`config.mk`:
```
export PLATFORM = sky130hd
export DESIGN_NAME = ysyx_24100006_axi_bridge
export DESIGN_NICKNAME = d
export VERILOG_FILES = /design/src/rtl/ysyx_24100006_axi_pkg.sv /design/src/rtl/ysyx_24100006_axi_beat_cnt.sv /design/src/rtl/ysyx_24100006_axi_bridge.sv
export SDC_FILE = /design/constraint.sdc
export NUM_CORES = 1
export LEC_CHECK = 0
export BUFFER_PORTS_ARGS = -buffer_cell sky130_fd_sc_hd__buf_2
export CAP_MARGIN = 0
export CORE_AREA = 2 2 139 141
export DETAILED_ROUTE_END_ITERATION = 7
export DIE_AREA = 0 0 141 143
export REMOVE_ABC_BUFFERS = 1
export SYNTH_ARGS = -nofsm -noshare
export SYNTH_HDL_FRONTEND = slang
export SYNTH_SLANG_ARGS = --single-unit
```
`constraint.sdc`:
```
create_clock -name clk -period 1.4 [get_ports clk]
set_clock_uncertainty 0.05 [all_clocks]
set_input_delay 0.14 -clock clk [delete_from_list [all_inputs] [get_ports clk]]
set_output_delay 0.14 -clock clk [all_outputs]
set_load 0.01 [all_outputs]
```
`src/rtl/ysyx_24100006_axi_pkg.sv`:
```
// Shared AXI codes and FSM state types for the CPU-to-master AXI bridge.
package ysyx_24100006_axi_pkg;

    typedef enum logic [1:0] {
        BURST_FIXED = 2'b00,
        BURST_INCR  = 2'b01,
        BURST_WRAP  = 2'b10
    } burst_e;

    localparam logic [1:0] RESP_OKAY   = 2'b00;
    localparam logic [1:0] RESP_EXOKAY = 2'b01;
    localparam logic [1:0] RESP_SLVERR = 2'b10;
    localparam logic [1:0] RESP_DECERR = 2'b11;

    typedef enum logic [1:0] {R_IDLE, R_ADDR, R_DATA} r_state_e;
    typedef enum logic [1:0] {W_IDLE, W_ADDR, W_DATA, W_RESP} w_state_e;

endpackage

```
`src/rtl/ysyx_24100006_axi_beat_cnt.sv`:
```
// Burst beat counter: load captures the burst length and clears the count,
// inc advances per data handshake, last flags the final beat.
module ysyx_24100006_axi_beat_cnt (
    input  logic       clk,
    input  logic       reset,
    input  logic       load,
    input  logic       inc,
    input  logic [7:0] len_in,
    output logic [7:0] len,
    output logic       last
);
    logic [7:0] count;

    always_ff @(posedge clk) begin
        if (reset) begin
            count <= '0;
            len   <= '0;
        end else if (load) begin
            count <= '0;
            len   <= len_in;
        end else if (inc) begin
            count <= count + 8'd1;
        end
    end

    assign last = (count == len);
endmodule

```
`src/rtl/ysyx_24100006_axi_bridge.sv`:
```
// CPU-side AXI to master AXI bridge with independent read and write FSMs.
// Optional watchdog: define YSYX_24100006_AXI_TIMEOUT_EN.
//   state  | meaning
//   R_IDLE | accepting CPU AR        W_IDLE | accepting CPU AW
//   R_ADDR | presenting master AR    W_ADDR | presenting master AW
//   R_DATA | R beats pass through    W_DATA | W beats pass through
//                                    W_RESP | waiting for B
module ysyx_24100006_axi_bridge
    import ysyx_24100006_axi_pkg::*;
#(
    parameter int AXI_DATA_WIDTH = 32,
    parameter int AXI_ADDR_WIDTH = 32,
    parameter int AXI_ID_WIDTH   = 4,
    parameter int AXI_ID         = 0,
    parameter int TIMEOUT_CYCLES = 1024
) (
    input  logic                        clk,
    input  logic                        reset,
    input  logic                        axi_arvalid_i,
    output logic                        axi_arready_o,
    input  logic [AXI_ADDR_WIDTH-1:0]   axi_araddr_i,
    input  logic [7:0]                  axi_arlen_i,
    input  logic [2:0]                  axi_arsize_i,
    output logic                        axi_rvalid_o,
    input  logic                        axi_rready_i,
    output logic [AXI_DATA_WIDTH-1:0]   axi_rdata_o,
    output logic [1:0]                  axi_rresp_o,
    output logic                        axi_rlast_o,
    input  logic                        axi_awvalid_i,
    output logic                        axi_awready_o,
    input  logic [AXI_ADDR_WIDTH-1:0]   axi_awaddr_i,
    input  logic [7:0]                  axi_awlen_i,
    input  logic [2:0]                  axi_awsize_i,
    input  logic                        axi_wvalid_i,
    output logic                        axi_wready_o,
    input  logic [AXI_DATA_WIDTH-1:0]   axi_wdata_i,
    input  logic [AXI_DATA_WIDTH/8-1:0] axi_wstrb_i,
    output logic                        axi_bvalid_o,
    input  logic                        axi_bready_i,
    output logic [1:0]                  axi_bresp_o,
    input  logic                        io_master_awready_i,
    output logic                        io_master_awvalid_o,
    output logic [AXI_ADDR_WIDTH-1:0]   io_master_awaddr_o,
    output logic [AXI_ID_WIDTH-1:0]     io_master_awid_o,
    output logic [7:0]                  io_master_awlen_o,
    output logic [2:0]                  io_master_awsize_o,
    output logic [1:0]                  io_master_awburst_o,
    input  logic                        io_master_wready_i,
    output logic                        io_master_wvalid_o,
    output logic [AXI_DATA_WIDTH-1:0]   io_master_wdata_o,
    output logic [AXI_DATA_WIDTH/8-1:0] io_master_wstrb_o,
    output logic                        io_master_wlast_o,
    output logic                        io_master_bready_o,
    input  logic                        io_master_bvalid_i,
    input  logic [1:0]                  io_master_bresp_i,
    input  logic [AXI_ID_WIDTH-1:0]     io_master_bid_i,
    input  logic                        io_master_arready_i,
    output logic                        io_master_arvalid_o,
    output logic [AXI_ADDR_WIDTH-1:0]   io_master_araddr_o,
    output logic [AXI_ID_WIDTH-1:0]     io_master_arid_o,
    output logic [7:0]                  io_master_arlen_o,
    output logic [2:0]                  io_master_arsize_o,
    output logic [1:0]                  io_master_arburst_o,
    output logic                        io_master_rready_o,
    input  logic                        io_master_rvalid_i,
    input  logic [1:0]                  io_master_rresp_i,
    input  logic [AXI_DATA_WIDTH-1:0]   io_master_rdata_i,
    input  logic                        io_master_rlast_i,
    input  logic [AXI_ID_WIDTH-1:0]     io_master_rid_i
);
    localparam logic [AXI_ID_WIDTH-1:0] ID_VAL = AXI_ID_WIDTH'(AXI_ID);

    r_state_e                  r_state;
    w_state_e                  w_state;
    logic                      run;
    logic                      arready_q, m_arvalid_q, awready_q, m_awvalid_q;
    logic [AXI_ADDR_WIDTH-1:0] ar_addr, aw_addr;
    logic [2:0]                ar_size, aw_size;
    logic                      r_in_data, w_in_data, w_in_resp;
    logic                      r_gen_last, w_gen_last, r_to, w_to;
    logic                      r_ar_hs, r_slave_beat, r_cpu_done;
    logic                      w_aw_hs, w_beat, w_slave_b, w_cpu_done;

    // Outputs are forced quiet while reset is held, before the first edge lands.
    assign run       = ~reset;
    assign r_in_data = (r_state == R_DATA);
    assign w_in_data = (w_state == W_DATA);
    assign w_in_resp = (w_state == W_RESP);

    assign axi_arready_o       = run & arready_q;
    assign io_master_arvalid_o = run & m_arvalid_q;
    assign io_master_araddr_o  = ar_addr;
    assign io_master_arid_o    = ID_VAL;
    assign io_master_arsize_o  = ar_size;
    assign io_master_arburst_o = BURST_INCR;

    assign r_ar_hs      = axi_arvalid_i & axi_arready_o;
    assign r_slave_beat = r_in_data & ~r_to & io_master_rvalid_i & axi_rready_i;
    assign io_master_rready_o = run & r_in_data & ~r_to & axi_rready_i;
    assign axi_rvalid_o = run & r_in_data & (r_to | io_master_rvalid_i);
    assign axi_rlast_o  = run & r_in_data & (r_to | r_gen_last);
    assign axi_rdata_o  = r_to ? '0 : io_master_rdata_i;
    assign axi_rresp_o  = r_to ? RESP_DECERR :
                          ((io_master_rlast_i != r_gen_last) || (io_master_rid_i != ID_VAL)) ?
                          RESP_SLVERR : io_master_rresp_i;
    assign r_cpu_done   = axi_rvalid_o & axi_rready_i & axi_rlast_o;

    assign axi_awready_o       = run & awready_q;
    assign io_master_awvalid_o = run & m_awvalid_q;
    assign io_master_awaddr_o  = aw_addr;
    assign io_master_awid_o    = ID_VAL;
    assign io_master_awsize_o  = aw_size;
    assign io_master_awburst_o = BURST_INCR;

    assign w_aw_hs            = axi_awvalid_i & axi_awready_o;
    assign w_beat             = w_in_data & axi_wvalid_i & io_master_wready_i;
    assign io_master_wvalid_o = run & w_in_data & axi_wvalid_i;
    assign axi_wready_o       = run & w_in_data & io_master_wready_i;
    assign io_master_wdata_o  = axi_wdata_i;
    assign io_master_wstrb_o  = axi_wstrb_i;
    assign io_master_wlast_o  = run & w_in_data & w_gen_last;

    assign w_slave_b          = w_in_resp & ~w_to & io_master_bvalid_i & axi_bready_i;
    assign io_master_bready_o = run & w_in_resp & ~w_to & axi_bready_i;
    assign axi_bvalid_o       = run & w_in_resp & (w_to | io_master_bvalid_i);
    assign axi_bresp_o        = w_to ? RESP_DECERR :
                                (io_master_bid_i != ID_VAL) ? RESP_SLVERR : io_master_bresp_i;
    assign w_cpu_done         = axi_bvalid_o & axi_bready_i;

    ysyx_24100006_axi_beat_cnt u_r_cnt (
        .clk(clk), .reset(reset), .load(r_ar_hs), .inc(r_slave_beat),
        .len_in(axi_arlen_i), .len(io_master_arlen_o), .last(r_gen_last)
    );

    ysyx_24100006_axi_beat_cnt u_w_cnt (
        .clk(clk), .reset(reset), .load(w_aw_hs), .inc(w_beat),
        .len_in(axi_awlen_i), .len(io_master_awlen_o), .last(w_gen_last)
    );

    always_ff @(posedge clk) begin
        if (reset) begin
            r_state     <= R_IDLE;
            arready_q   <= 1'b0;
            m_arvalid_q <= 1'b0;
            ar_addr     <= '0;
            ar_size     <= '0;
        end else begin
            case (r_state)
                R_IDLE: begin
                    arready_q <= 1'b1;
                    if (r_ar_hs) begin
                        ar_addr     <= axi_araddr_i;
                        ar_size     <= axi_arsize_i;
                        arready_q   <= 1'b0;
                        m_arvalid_q <= 1'b1;
                        r_state     <= R_ADDR;
                    end
                end
                R_ADDR: if (io_master_arready_i) begin
                    m_arvalid_q <= 1'b0;
                    r_state     <= R_DATA;
                end
                R_DATA: if (r_cpu_done) begin
                    arready_q <= 1'b1;
                    r_state   <= R_IDLE;
                end
                default: r_state <= R_IDLE;
            endcase
        end
    end

    always_ff @(posedge clk) begin
        if (reset) begin
            w_state     <= W_IDLE;
            awready_q   <= 1'b0;
            m_awvalid_q <= 1'b0;
            aw_addr     <= '0;
            aw_size     <= '0;
        end else begin
            case (w_state)
                W_IDLE: begin
                    awready_q <= 1'b1;
                    if (w_aw_hs) begin
                        aw_addr     <= axi_awaddr_i;
                        aw_size     <= axi_awsize_i;
                        awready_q   <= 1'b0;
                        m_awvalid_q <= 1'b1;
                        w_state     <= W_ADDR;
                    end
                end
                W_ADDR: if (io_master_awready_i) begin
                    m_awvalid_q <= 1'b0;
                    w_state     <= W_DATA;
                end
                W_DATA: if (w_beat && w_gen_last) w_state <= W_RESP;
                W_RESP: if (w_cpu_done) begin
                    awready_q <= 1'b1;
                    w_state   <= W_IDLE;
                end
                default: w_state <= W_IDLE;
            endcase
        end
    end

`ifdef YSYX_24100006_AXI_TIMEOUT_EN
    localparam int TW = $clog2(TIMEOUT_CYCLES + 1);
    logic [TW-1:0] r_tmr, w_tmr;
    logic          r_to_q, w_to_q;

    // Watchdogs count consecutive beat-less cycles; once fired they hold until the
    // FSM leaves the waiting state.
    always_ff @(posedge clk) begin
        if (reset || !r_in_data) begin
            r_tmr  <= '0;
            r_to_q <= 1'b0;
        end else if (!r_to_q) begin
            if (r_slave_beat)                          r_tmr  <= '0;
            else if (r_tmr == TW'(TIMEOUT_CYCLES - 1)) r_to_q <= 1'b1;
            else                                       r_tmr  <= r_tmr + TW'(1);
        end
    end

    always_ff @(posedge clk) begin
        if (reset || !w_in_resp) begin
            w_tmr  <= '0;
            w_to_q <= 1'b0;
        end else if (!w_to_q) begin
            if (w_slave_b)                             w_tmr  <= '0;
            else if (w_tmr == TW'(TIMEOUT_CYCLES - 1)) w_to_q <= 1'b1;
            else                                       w_tmr  <= w_tmr + TW'(1);
        end
    end

    assign r_to = r_to_q & r_in_data;
    assign w_to = w_to_q & w_in_resp;
`else
    assign r_to = 1'b0;
    assign w_to = 1'b0;
`endif
endmodule

```
Word-level counts from Yosys, hierarchy flattened --
Index checks and enable logic that the tools add are counted.
Storage, ports and cells: register bits after elaboration 110, output and inout port bits 182, ROM bits 0, memories kept 0, bits in writable memories 0, logic and storage cells 99, latch bits 0
Operators by class: order comparisons 0, multiplexer cells 23, equal/unequal tests 15, multiply operators 0, shifts and indexed selects 0, divide/modulo/power cells 0, reduce and logical (&&, ||, !) cells 20, bitwise gates (word level) 25, $add $sub $neg 2
Operator list (count):
- $and A1 B1 Y1 | 24
- $mux W2 | 9
- $add A8 B1 Y8 const B | 2
- $eq A8 B8 Y1 | 2
- $reduce_and A3 Y1 | 3
- $mux W1 | 8
- $ne A2 B1 Y1 const B | 4
- $pmux W1 S2 | 4
- $pmux W2 S4 | 1
- $reduce_and A2 Y1 | 4
- $reduce_bool A2 Y1 | 4
- $reduce_bool A4 Y1 | 2
- $eq A2 B2 Y1 const B | 3
- $ne A2 B2 Y1 const B | 3
- $pmux W2 S3 | 1
- $eq A2 B1 Y1 const B | 2
- $logic_not A2 Y1 | 2
- $reduce_and A4 Y1 | 1
- $reduce_or A2 Y1 | 2
- $logic_and A1 B1 Y1 | 1
- $logic_or A1 B1 Y1 | 1
- $ne A1 B1 Y1 | 1
- $not A1 Y1 | 1

Longest topological paths before layout --
Gate-level depths: netlist (run 1).
depth in word-level cells 7, depth in mapped cells 9

Modules after synthesis --
A second synthesis (run 1) with hierarchy kept.
Unflattened totals: cells, all modules 613, area total of the unflattened synthesis 5134.9 sq um
By module, submodules not included:
- ysyx_24100006_axi_bridge | times used 1, area each 3711.1 sq um, cells an instance 461, sequential area each 1561.5 sq um
- ysyx_24100006_axi_beat_cnt | times used 2, area each 711.9 sq um, cells an instance 76, sequential area each 320.3 sq um

Least setup slack after synthesis (run 1) --
No wires, ideal clock.
path type flip-flop to flip-flop, start reg u_r_cnt.len[1], end reg arready_q, setup time 0.079 ns, slack -0.159 ns, clock period less this slack 1.559 ns, stages on the path, launching flop included 6, arrival 1.429 ns, data required time 1.271 ns, path through dfxtp_1 > xor2_1 > nor4_1 > nand2_1 > or3_4 > a211oi_2
Between the ends: cells in the longest elaborated chain, start to end 5
Ends and longest elaborated chain:
- from (decl) | RTL line ysyx_24100006_axi_beat_cnt.sv:9 | output logic [7:0] len,
- from (signal assigned) | RTL line ysyx_24100006_axi_beat_cnt.sv:20 | len <= len_in;
- $eq A8 B8 Y1 | RTL line ysyx_24100006_axi_beat_cnt.sv:26 | assign last = (count == len);
- $and A1 B1 Y1 | RTL line ysyx_24100006_axi_bridge.sv:101 | assign axi_rlast_o = run & r_in_data & (r_to | r_gen_last);
- $and A1 B1 Y1 | RTL line ysyx_24100006_axi_bridge.sv:106 | assign r_cpu_done = axi_rvalid_o & axi_rready_i & axi_rlast_o;
- $ne A2 B1 Y1 (no source line)
- $reduce_and A2 Y1 (no source line)
- to (signal assigned) | RTL line ysyx_24100006_axi_bridge.sv:143 | arready_q <= 1'b0;
- to (signal assigned) | RTL line ysyx_24100006_axi_bridge.sv:150 | arready_q <= 1'b1;
- to (signal assigned) | RTL line ysyx_24100006_axi_bridge.sv:154 | arready_q <= 1'b0;
- to (decl) | RTL line ysyx_24100006_axi_bridge.sv:76 | logic arready_q, m_arvalid_q, awready_q, m_awvalid_q;
Every way passes these cells. A chain may end at the register's enable or synchronous reset.

Worst setup path after layout (run 1) --
start reg u_r_cnt.len[2], end out axi_rresp_o[0]
Between the ends: cells in the longest elaborated chain, start to end 4
Ends and longest elaborated chain:
- $eq A8 B8 Y1 | RTL line ysyx_24100006_axi_beat_cnt.sv:26
- $ne A1 B1 Y1 | RTL line ysyx_24100006_axi_bridge.sv:104 | ((io_master_rlast_i != r_gen_last) || (io_master_rid_i != ID_VAL)) ?
- $logic_or A1 B1 Y1 | RTL line ysyx_24100006_axi_bridge.sv:104
- $mux W2 | RTL line ysyx_24100006_axi_bridge.sv:104
- to (decl) | RTL line ysyx_24100006_axi_bridge.sv:27 | output logic [1:0] axi_rresp_o,
Every way passes these cells.

==> results of run 1 <==
## cell type report
| cell class | instances | area, um2 |
|---|---|---|
| clock buffer | 10 | 239 |
| clock inverter | 6 | 116 |
| fill | 1653 | 9350 |
| inverter | 3 | 18.8 |
| multi-input combinational | 413 | 3060 |
| sequential | 110 | 2220 |
| tap | 234 | 293 |
| timing repair buffer | 413 | 3290 |
## path summary, 6_finish.rpt
path | from | end | slack (ns) | cells after the start
min reg2reg | io_master_araddr_o[31] | io_master_araddr_o[31] | 0.40 | 2
max | u_r_cnt.len[2] | axi_rresp_o[0] | -0.57 | 6
min | io_master_awready_i | m_awvalid_q | 0.08 | 4
max reg2reg | u_r_cnt.len[2] | arready_q | -0.49 | 7
## worst max-delay path, delay by kind of cell (launching register included)
kind	cells	cell delay (ns)
XOR/XNOR	2	0.33
buffers and inverters	1	0.13
flip-flops	1	0.33
AND/OR/NAND/NOR	3	0.63
## stage by stage
| stage | cells | hold slack (ns) | setup slack [ns] | util, % | instance area [um2] |
|---|---|---|---|---|---|
| after floorplan | 526 | 0.159 | -0.444 | - | 4310 |
| after global placement | 1033 | 0.230 | -0.354 | 33.3 | 6180 |
| after detailed placement | 1033 | 0.230 | -0.360 | 33.3 | 6180 |
| after CTS | 1167 | 0.0313 | -0.622 | 44.7 | 8310 |
| after global routing | 1189 | 0.0881 | -0.728 | 49.7 | 9230 |
| final | 1189 | 0.0793 | -0.570 | 49.7 | 9230 |
## layer usage
metal / up-vias / global-route usage [%] / part of all wire (%) / wire (um)
met1: 2530 / 19.3 / 33 / 8230
li1: 2589 / - / - / -
met3: 42 / 18.9 / 16 / 4080
met5: - / 3.76 / 0.36 / 90
met2: 285 / 34.8 / 46 / 11300
met4: 2 / 9.89 / 4.3 / 1070
## logic make-up (layout without fill, tap and decap cells)
logic type / count (synthesis) / in the layout / share of synthesized area [%]
DFF: 110 / 110 / 43.6
other: 2 / 12 / 0.149
AOI/OAI and AO/OA: 89 / 89 / 9.42
buffers and inverters: 114 / 432 / 15.7
muxes: 3 / 3 / 0.595
adders and majority gates: 7 / 7 / 1.73
and+or+nand+nor: 271 / 271 / 23.4
xor gates and xnor gates: 31 / 31 / 5.38
## power by group
| part | internal, uW | switching [uW] | total (uW) |
|---|---|---|---|
| Sequential | 3360 | 172 | 3530 |
| Clock | 1820 | 1230 | 3050 |
| Combinational | 1790 | 1500 | 3290 |
## registers in the layout, summed over array words and instances (netlist names)
name,cells
io_master_araddr_o,32
io_master_awaddr_o,32
u_r_cnt.count,8
io_master_arsize_o,3
m_awvalid_q,1
m_arvalid_q,1
u_r_cnt.len,8
u_w_cnt.count,8
r_state,2
u_w_cnt.len,8
io_master_awsize_o,3
w_state,2
arready_q,1
awready_q,1
## synth_stat cells, types with 7 or more instances
cell type	n
dfxtp_1	110
buf_4	88
nand3_1	9
o21ai_0	10
clkbuf_1	11
and3_1	11
buf_2	9
xor2_1	24
ha_1	7
nor2_1	25
xnor2_1	7
nand2_1	191
a21oi_1	71
## what timing repair did
action,in CTS,in global routing
endpoints found under the setup margin,56,93
cloned,9,9
resized for setup,119,186
pin swaps,72,105
endpoints found under the hold margin,88,0
setup buffers,21,19
hold buffers,88,0
==> reports/results.tsv, run 1 <==
metric	value	unit
status	finished with violations	
failing checks	negative setup slack	
PortBufs	212	
Reg clk slew, reported paths	0.07	ns
CTS root buffer	clkbuf_16	
DR vias	5448	
EDFF count, synth	0	
most common flop cell mapped by yosys	dfxtp_1	
Die Width	141	um
max incr delay on CP	0.33	ns
startpoint types	flop	
VDD IR-drop max	0.589	mV
LEAKAGE	0.00437	uW
I/O pin count	361	
overall global routing resource usage	21.8	%
pwr dens	1070	nW/um2
initial drt markers	193	
highest fanout seen on the critical path	2	
clock period minus final worst setup slack	1.97	ns
Sink Count	110	
die height	143	um
Hold Violations, Final	0	
first-pass GRT wire length	31800	um
FFs w/ async S/R, synth	0	%
total CTS buffers	9	
Critical Path Slowest Stage Cell	dfxtp_2	
HPWL Detailed	15700	um
period utilisation layout	141	%
commonest non-fill, non-tap cell in the layout	buf_2	
DR WL/cell	20.8	um
most frequent CP cell	xor2_1	
arrival time worst endpoint	1.78	ns
top cells by area, synth	dfxtp_1 (44%), nand2_1 (14%), buf_4 (13%), a21oi_1 (7.0%), xor2_1 (4.2%)	
Core Box Area	18600	um2
Synth top area share	43.6	%
Setup TNS Final	-7.94	ns
Gate Count Post-Synth	627	
synth unique cells	39	
DRT Pass-1 Iters	4	
Residual DRC	0	
n_diodes	0	
final antenna-violating net count	0	
CTS Buffer Depth	2	
sequential-to-total area share from yosys stat	43.6	%
crit-path cells	xor2_1 -> nor4_2 -> nand2_1 -> xor2_1 -> and3_1 -> buf_2	
Final setup viols	76	
Site Rows	50	
Avg Cell Area, Syn	8.05	um2
vias in the first global route	5187	
kind of critical path	reg2out	
pin count of the biggest net entering global routing	56	
max-cap violations	0	
Detailed Route WL	24700	um
HP Class	in2reg	
Synth Cell Area	5050	um2
synthesis-to-finish area growth	82.8	%
CP Capture Type	primary output	
Pwr Total	9870	uW
H-tree depth	3	
DIE AREA	20200	um2
#FFs+latches synth	110	
Via density	4.58	
Starting Density	27.2	%
CTS tree	built	
Worst-Skew Late Latency	0.35	ns
PnR worst setup slack	-0.570	ns
share of post-route cells with drive strength above 1	56.1	%
initial antenna violation count	0	
RSZ-0062 raised after global routing	true	
count of pins over their slew limit	0	
Nets	1136	
routability cong.	0.843	
Congestion Overflow GR	0	
Yosys warnings	0	
Peak Freq	508	MHz
Req. time, crit path	1.21	ns
largest area contributor in the netlist	dfxtp_1	
most frequent cells in the layout	buf_2 (208), nand2_1 (103), dfxtp_1 (102)	
(Power assumes the default switching activity.)
==> inputs of run 2 (changes only) <==
RECOVER_POWER = 100   (was not set)
==> reports/results.tsv, run 2 (same netlist as run 1, synthesis figures left out) <==
metric	value	unit	change
Peak Freq	508	MHz	about the same
LEAKAGE	0.00401	uW	-8.3%
CTS root buffer	clkbuf_16		
VDD IR-drop max	0.588	mV	-0.17%
H-tree depth	3		unchanged
CTS tree	built		
hold-critical path depth	4		unchanged
Hold Path End	m_awvalid_q		
Die Width	141	um	unchanged
RSZ-0062 raised after global routing	true		
final antenna-violating net count	0		unchanged
period utilisation layout	141	%	about the same
PnR worst setup slack	-0.570	ns	+0.000493 ns
Site Rows	50		unchanged
Congestion Overflow GR	0		unchanged
min-delay src	io_master_awready_i		
Residual DRC	0		unchanged
first-pass GRT wire length	31800	um	unchanged
R2R setup slack	-0.48	ns	about the same
most frequent CP cell	xor2_1		
HP Class	in2reg		
DR vias	5459		+0.20%
pin count of the biggest net entering global routing	56		unchanged
vias in the first global route	5187		unchanged
Worst-Skew Late Latency	0.35	ns	about the same
initial drt markers	203		+5.2%
clock period minus final worst setup slack	1.97	ns	-0.000493 ns
flip-flop and latch area	2210	um2	-0.11%
n_diodes	0		unchanged
Nets	1136		unchanged
max-cap violations	0		unchanged
count of pins over their slew limit	0		unchanged
Sink Count	110		unchanged
most frequent cells in the layout	buf_2 (128), nand2_1 (104), dfxtp_1 (104)		
failing checks	negative setup slack		
R2R Path End	arready_q		
Pwr Total	9820	uW	-0.59%
area of the multi-input gates	3040	um2	-0.45%
family with the most delay on the worst path	simple AND/OR/NAND/NOR gates		
CP Capture Type	primary output		
Via density	4.59		+0.20%
DIE AREA	20200	um2	unchanged
overall global routing resource usage	21.8	%	unchanged
status	finished with violations		
die height	143	um	unchanged
Reg clk slew, reported paths	0.07	ns	about the same
pwr dens	1080	nW/um2	+0.86%
Final setup viols	92		+21%
share of post-route cells with drive strength above 1	46.9	%	-9.2 points
filler instances	1702		+3.0%
Hold Violations, Final	0		unchanged
reg-to-reg critical path startpoint	u_r_cnt.len[2]		
commonest non-fill, non-tap cell in the layout	buf_2		
HPWL Detailed	15700	um	unchanged
kind of critical path	reg2out		
Hold Slack	0.0896	ns	+0.0103 ns
initial antenna violation count	0		unchanged
R2R cell count	7		unchanged
Req. time, crit path	1.21	ns	about the same
synthesis-to-finish area growth	80.2	%	
startpoint types	flop		
I/O pin count	361		unchanged
Critical Path Slowest Stage Cell	dfxtp_2		
DRT Pass-1 Iters	4		unchanged
CTS Buffer Depth	2		unchanged
Starting Density	27.2	%	unchanged
crit-path cells	xor2_1 -> nor4_2 -> nand2_1 -> xor2_1 -> and3_1 -> buf_2		
max incr delay on CP	0.33	ns	about the same
routability cong.	0.843		unchanged
total CTS buffers	9		unchanged
CP Buf/Inv Count	1		unchanged
arrival time worst endpoint	1.78	ns	about the same
Detailed Route WL	24900	um	+0.42%
highest fanout seen on the critical path	2		unchanged
PortBufs	212		unchanged
DR WL/cell	20.9	um	+0.42%
Core Box Area	18600	um2	unchanged
==> run 2: cell type report <==
| type | instances | area share, % |
|---|---|---|
| timing repair buffer | 413 | 34.9 |
| inverter | 3 | 0.206 |
| multi-input combinational | 413 | 33.4 |
| tap | 234 | 3.22 |
| clock inverter | 6 | 1.28 |
| clock buffer | 10 | 2.63 |
| sequential | 110 | 24.3 |
==> run 2: where the power goes <==
part | leakage, uW | switching [uW] | internal [uW]
combinational | 0.00294 | 1500 | 1740
sequential | 0.000896 | 174 | 3360
clock | 0.000174 | 1230 | 1820
==> run 2: how the worst max path moves through the flow <==
stage | slack (ns) | cells past startpoint | to | from
floorplan | -0.44 | 5 | io_master_araddr_o[0] | arready_q
global placement | -0.35 | 5 | arready_q | u_r_cnt.len[1]
detailed placement | -0.36 | 5 | arready_q | u_r_cnt.len[1]
CTS | -0.62 | 6 | axi_rresp_o[0] | u_r_cnt.len[2]
global route | -0.73 | 6 | axi_rresp_o[0] | u_r_cnt.len[2]
finish | -0.57 | 6 | axi_rresp_o[0] | u_r_cnt.len[2]
==> run 2: metal layers <==
metal | routed length [um] | GRT usage [%]
met2 | 11300 | 34.8
met1 | 8300 | 19.3
met5 | 90 | 3.76
met4 | 1100 | 9.89
met3 | 4110 | 18.9
==> run 2: per-stage QoR <==
step           cell area [um2]  setup TNS (ns)  instances  setup WS (ns)  utilization [%]
2_1_floorplan             4310          -28.26        526         -0.444                -
3_3_place_gp              6180           -5.65       1033         -0.354             33.3
3_5_place_dp              6180           -6.22       1033         -0.360             33.3
4_1_cts                   8310           -6.71       1167         -0.622             44.7
5_1_grt                   9100          -20.51       1189         -0.728             49.0
6_report                  9100          -12.25       1189         -0.570             49.0
==> run 2: timing repair <==
item	CTS	global route
resized for setup	119	186
buffers inserted	21	19
pin swaps	72	105
hold endpoints to repair	88	0
endpoints found under the setup margin	56	93
hold buffers	88	0
gates cloned	9	9
==> run 2: worst min-delay path, cell delays in order <==
cell and delay (ns):
buf_2 0.13, nand2_1 0.07, nand2_1 0.05, o21ai_1 0.06
